`src/rtl/freq_div_pkg.sv`:
```
// freq_div_pkg: shared state encoding, limits and half-period helper for the divider
package freq_div_pkg;
  typedef enum logic [1:0] {IDLE = 2'd0, RUN = 2'd1, DRAIN = 2'd2} state_t;
  localparam int MIN_DIV = 2;
  function automatic int unsigned half_of(input int unsigned n);
    return (n + 1) >> 1;
  endfunction
endpackage

```
`src/rtl/freq_div_ctrl_if.sv`:
```
// freq_div_ctrl_if: ratio configuration handshake
interface freq_div_ctrl_if #(parameter int CW = 16);
    logic          cfg_valid;
    logic [CW-1:0] cfg_div;
    logic          cfg_ready;
    logic          cfg_err;
    modport master (output cfg_valid, cfg_div, input cfg_ready, cfg_err);
    modport slave (input cfg_valid, cfg_div, output cfg_ready, cfg_err);
endinterface

```
`src/rtl/freq_div_core.sv`:
```
// freq_div_core: period counter with registered div_clk / div_tick
module freq_div_core
    import freq_div_pkg::*;
#(
    parameter int CW = 16
) (
    input  logic          clk,
    input  logic          rst,
    input  logic          run,
    input  logic          go,
    input  logic [CW-1:0] n,
    input  logic [CW-1:0] n_nxt,
    output logic          wrap,
    output logic          div_clk,
    output logic          div_tick
);
    logic [CW-1:0] count, cnt_nxt;
    always_comb begin
        wrap    = run && count == n - 1'b1;
        cnt_nxt = (!go || !run || wrap) ? '0 : count + 1'b1;
    end
    // outputs are registered from the next count so they line up with it
    always_ff @(posedge clk or negedge rst) begin
        if (!rst) begin
            count    <= '0;
            div_clk  <= 1'b0;
            div_tick <= 1'b0;
        end else begin
            count    <= cnt_nxt;
            div_clk  <= go && cnt_nxt < CW'(half_of(32'(n_nxt)));
            div_tick <= go && cnt_nxt == '0;
        end
    end
endmodule

```
`src/rtl/freq_div_ctrl.sv`:
```
// freq_div_ctrl: run/stop sequencing and boundary-aligned ratio updates for the divider
module freq_div_ctrl
    import freq_div_pkg::*;
#(
    parameter int CW      = 16,
    parameter int DEF_DIV = 5
) (
    input  logic             clk,
    input  logic             rst,
    input  logic             en,
    freq_div_ctrl_if.slave   cfg,
    output logic             div_clk,
    output logic             div_tick,
    output logic             busy
);
    state_t        state, state_nxt;
    logic [CW-1:0] n, n_nxt, pend;
    logic          pend_v, run, go, wrap, acc, bad, direct, apply, ld_pend;
    freq_div_core #(.CW(CW)) u_core (
        .clk(clk), .rst(rst), .run(run), .go(go), .n(n), .n_nxt(n_nxt),
        .wrap(wrap), .div_clk(div_clk), .div_tick(div_tick)
    );
    // an idle, un-enabled divider is always at a period boundary
    always_comb begin
        run       = state != IDLE;
        state_nxt = en ? RUN : (run && !wrap) ? DRAIN : IDLE;
        go        = state_nxt != IDLE;
        acc       = cfg.cfg_valid && !pend_v;
        bad       = cfg.cfg_div < CW'(MIN_DIV);
        direct    = !run && !en;
        apply     = pend_v && (wrap || direct);
        ld_pend   = acc && !bad && !direct;
        n_nxt     = apply ? pend : (acc && !bad && direct) ? cfg.cfg_div : n;
    end
    assign busy          = run;
    assign cfg.cfg_ready = !pend_v;
    always_ff @(posedge clk or negedge rst) begin
        if (!rst) begin
            state       <= IDLE;
            n           <= CW'(DEF_DIV);
            pend        <= '0;
            pend_v      <= 1'b0;
            cfg.cfg_err <= 1'b0;
        end else begin
            state       <= state_nxt;
            n           <= n_nxt;
            pend_v      <= apply ? 1'b0 : ld_pend ? 1'b1 : pend_v;
            if (ld_pend) pend <= cfg.cfg_div;
            cfg.cfg_err <= acc && bad;
        end
    end
endmodule

```
`src/flat_wrapper.sv`:
```
// flat-port wrapper written by rule: the top's interface ports become plain ports
module freq_div_ctrl_flat import freq_div_pkg::*;
#(
    parameter int CW      = 16,
    parameter int DEF_DIV = 5
)
  (clk, rst, en, div_clk, div_tick, busy, cfg_cfg_valid, cfg_cfg_div, cfg_cfg_ready, cfg_cfg_err);
  freq_div_ctrl_if #(.CW(CW)) cfg_i ();
  input  logic clk;
  input  logic rst;
  input  logic en;
  output logic div_clk;
  output logic div_tick;
  output logic busy;
  input wire logic [$bits(cfg_i.cfg_valid)-1:0] cfg_cfg_valid;
  input wire logic [$bits(cfg_i.cfg_div)-1:0] cfg_cfg_div;
  output wire logic [$bits(cfg_i.cfg_ready)-1:0] cfg_cfg_ready;
  output wire logic [$bits(cfg_i.cfg_err)-1:0] cfg_cfg_err;
  assign cfg_i.cfg_valid = cfg_cfg_valid;
  assign cfg_i.cfg_div = cfg_cfg_div;
  assign cfg_cfg_ready = cfg_i.cfg_ready;
  assign cfg_cfg_err = cfg_i.cfg_err;
  freq_div_ctrl #(.CW(CW), .DEF_DIV(DEF_DIV)) u_core (.clk(clk), .rst(rst), .en(en), .cfg(cfg_i), .div_clk(div_clk), .div_tick(div_tick), .busy(busy));
endmodule
```
`config.mk`:
```
export PLATFORM = sky130hd
export DESIGN_NAME = freq_div_ctrl_flat
export DESIGN_NICKNAME = d
export VERILOG_FILES = /design/src/rtl/freq_div_pkg.sv /design/src/rtl/freq_div_ctrl_if.sv /design/src/rtl/freq_div_core.sv /design/src/rtl/freq_div_ctrl.sv /design/src/flat_wrapper.sv
export SDC_FILE = /design/constraint.sdc
export NUM_CORES = 1
export LEC_CHECK = 0
export ABC_AREA = 1
export CORE_AREA = 3 3 99 101
export CTS_BUF_LIST = sky130_fd_sc_hd__clkbuf_8
export CTS_CLUSTER_DIAMETER = 60
export CTS_CLUSTER_SIZE = 28
export DETAILED_ROUTE_END_ITERATION = 16
export DIE_AREA = 0 0 102 104
export GPL_TIMING_DRIVEN = 1
export PLACE_DENSITY_LB_ADDON = 0.1
export SLEW_MARGIN = 10
export SYNTH_ARGS = -nofsm -noshare
export SYNTH_HDL_FRONTEND = slang
export SYNTH_SLANG_ARGS = --single-unit
```
`constraint.sdc`:
```
create_clock -name clk -period 5.3 [get_ports clk]
set_clock_uncertainty 0.15 [all_clocks]
set_input_delay 0.53 -clock clk [delete_from_list [all_inputs] [get_ports clk]]
set_output_delay 0.53 -clock clk [all_outputs]
set_load 0.1 [all_outputs]
```
==> impl_metrics.ini <==
[setup_path]
path_common_cell = nand2_1
r2r_start = u_core.n[1]
worstReg2RegEnd = u_core.u_core.div_clk
rr_worst_depth = 30
worst_path_largest_cell_delay_ps = 440
cp.required_ps = 5390
worst_setup_path_start_kind = flip-flop
ff2ff_setup_slack_ps = 1020
cp.arrival_ps = 4370
cpMaxStageDelayCell = dfrtp_1
path_max_fanout = 22
crit_path_end_kind = flip-flop
crit_type = flip-flop to flip-flop

[global_routing]
grt_max_degree = 55
grt_use_met2_pct = 29.6
grt-busiest-layer = met2
gr-total-overflow = 0
grt_pass1_vias = 3431
grt_pass1_wl_microns = 16100
grtUsageTotal_pct = 18.9
globalRouteMet3Util_pct = 2.41
met1_usage_pct = 27.3
antenna_found_initial = 0

[job]
maxCapViolCount = 0

[logic_synthesis]
async_flop_share_pct = 100
synth_edf_count = 0
synth_seq_area_share_pct = 33.6
synthCells = 582
yosysTopAreaCell = dfrtp_1
yosys_warnings = 0
syn_area_per_cell_sq_um = 6.91
netlist_area_sq_mm = 0.00402
yosys_most_used_dff = dfrtp_1
ys_ff_latch = 54
synth.area.top_cells = dfrtp_1 32%, nand2_1 16%, inv_1 7.3%
syn_nets = 620
synth_cell_types = 35
synth_top_area_share_pct = 32.3

[place]
dpl_cell_area_sq_mm = 0.00437
io_buffers = 24
place.gp.congestion = 0.829
hpwlAfterDp_microns = 7660
place_ws_ps = 898

[route]
drc = 0
vias = 3520
firstDrtPassIters = 4
antenna_left = 0
drtIter0Drc = 127
wire_per_inst_microns = 13.0
drt-total-wl_microns = 9340
drt-vias-per-instance = 4.90

[final_layout]
antenna_cells = 0
fillers = 934
multi_input_area_sq_mm = 0.00229
nets = 644
syn_to_final_growth_pct = 11.3
regArea_sq_mm = 0.00135
drive_gt1_share_pct = 9.23
final_area_sq_mm = 0.00448

[floorplan]
die_area_sq_mm = 0.0106
std_cell_rows = 35
start_util_pct = 44.2
fp.dieH_microns = 104
core-area_sq_mm = 0.00911
die_x_microns = 102
ioPinCount = 25

[sta]
tightestPinTransition_ps = 1020
slew_headroom_pct = 31.8
rsz0062_at_grt = no
layout_setup_ws_ps = 1020
finalCriticalPeriod_ps = 4280
finalCritPeriodShare_pct = 80.7
finalHoldViolCount = 0
setup_tns_ps = 0
setup_viol = 0
drv_slew = 0
fmax_mhz = 234

[cts]
root_buffer = clkbuf_8
path_clk_slew_ps = 100
cts_inserted_buffers = 5
clock_latency_ps = 310
cts.sink_count = 54
clockBufferDepth = 2
cts_max_level = 2
holdBufCountCts = 0
ctsResizeCount = 0
cts_setup_buffers = 0
cts_tree = yes

[power_and_ir_drop]
power.density_mw_per_mm2 = 478
ir_worst_vdd_mv = 0.248
leakage_uw = 0.00224

[run_status]
status = complete, no violations

[worst_hold_path]
hold_class = input pin to async pin
-- synthesized netlist by cell type, types with 3 or more instances --
cell,number
a211oi_1,3
dfrtp_1,52
xor2_1,13
inv_1,78
xnor2_1,11
nor2_1,60
o21ai_0,35
nor2_4,5
nor2_2,10
inv_2,6
nand2_2,14
clkbuf_1,7
a21oi_1,12
nand3_1,33
nand3b_1,15
nand4_1,6
nand2_1,167
ha_1,18
nor3_1,8
nor4_1,7
-- kinds of logic (layout without fill, tap and decap cells) --
logic type / after synthesis / in the layout / synth area share (%)
AOI/OAI and AO/OA: 56 / 56 / 7.43
and+or+nand+nor: 335 / 335 / 38.7
adders and majority gates: 18 / 18 / 5.60
xor gates and xnor gates: 24 / 24 / 5.22
buffers and inverters: 95 / 120 / 9.36
DFF: 54 / 54 / 33.6
-- stage by stage --
stage	instances	total power (uW)	hold slack, ps	utilization (%)
after floorplan	582	1590	84.4	-
after global placement	710	1850	315	47.9
after detailed placement	710	1870	310	47.9
after CTS	718	2160	213	49.1
after global routing	718	2370	225	49.1
final	718	2140	180	49.1
-- placed cells by master, fill, tap and decap left out, types with 2 or more instances in the layout --
cell / n
nor4_1: 7
inv_2: 6
buf_4: 4
clkdlybuf4s50_1: 23
inv_1: 79
nor3b_1: 2
nor3_1: 8
nand3_4: 2
o211ai_1: 2
xor2_1: 13
dfstp_2: 2
nor2_1: 60
dfrtp_1: 52
nand2_4: 2
clkbuf_8: 5
o21ai_1: 2
nand4_1: 6
nand3_1: 33
nor2_2: 10
nor2_4: 5
ha_1: 18
a21oi_1: 12
nand2_2: 14
nand2_1: 167
xnor2_1: 11
a211oi_1: 3
nand3b_1: 15
o21ai_0: 35
-- critical path: cells and delay by family (launching register included) --
kind / cells / cell delay (ps)
DFF: 1 / 440
adders and majority gates: 3 / 720
AOI/OAI and AO/OA: 4 / 550
buffers and inverters: 3 / 240
and+or+nand+nor: 20 / 2120
-- metal layers --
metal  vias up  share of wire (%)
met4         0                1.7
met1      1569                 50
met2        45                 46
met3        12                2.1
li1       1894                  -
met5         -                  0
-- cell type report --
type / count / share of cell area [%]
multi-input combinational: 433 / 51.2
clock inverter: 3 / 0.922
clock buffer: 5 / 1.54
inverter: 84 / 7.04
timing repair buffer: 28 / 5.93
tap: 111 / 3.10
sequential: 54 / 30.2
-- registers in the layout, summed over array words and instances, names as in the netlist --
register / count
u_core.cfg.cfg_err: 1
u_core.n: 16
u_core.pend: 16
u_core.pend_v: 1
u_core.state: 2
u_core.u_core.count: 16
u_core.u_core.div_clk: 1
u_core.u_core.div_tick: 1
-- power breakdown --
part,internal (uW),switching (uW)
combinational,415,735
sequential,552,159
clock,139,139
total,1110,1030
-- how the worst max path moves through the flow --
stage                                       end  cells past startpoint             from
after floorplan           u_core.u_core.div_clk                     26      u_core.n[0]
after global placement    u_core.u_core.div_clk                     22  cfg_cfg_div[12]
after detailed placement  u_core.u_core.div_clk                     22  cfg_cfg_div[12]
after CTS                 u_core.u_core.div_clk                     30      u_core.n[1]
after global routing      u_core.u_core.div_clk                     27      u_core.n[1]
final                     u_core.u_core.div_clk                     30      u_core.n[1]
Note: power is estimated with default switching activity, not from simulation.
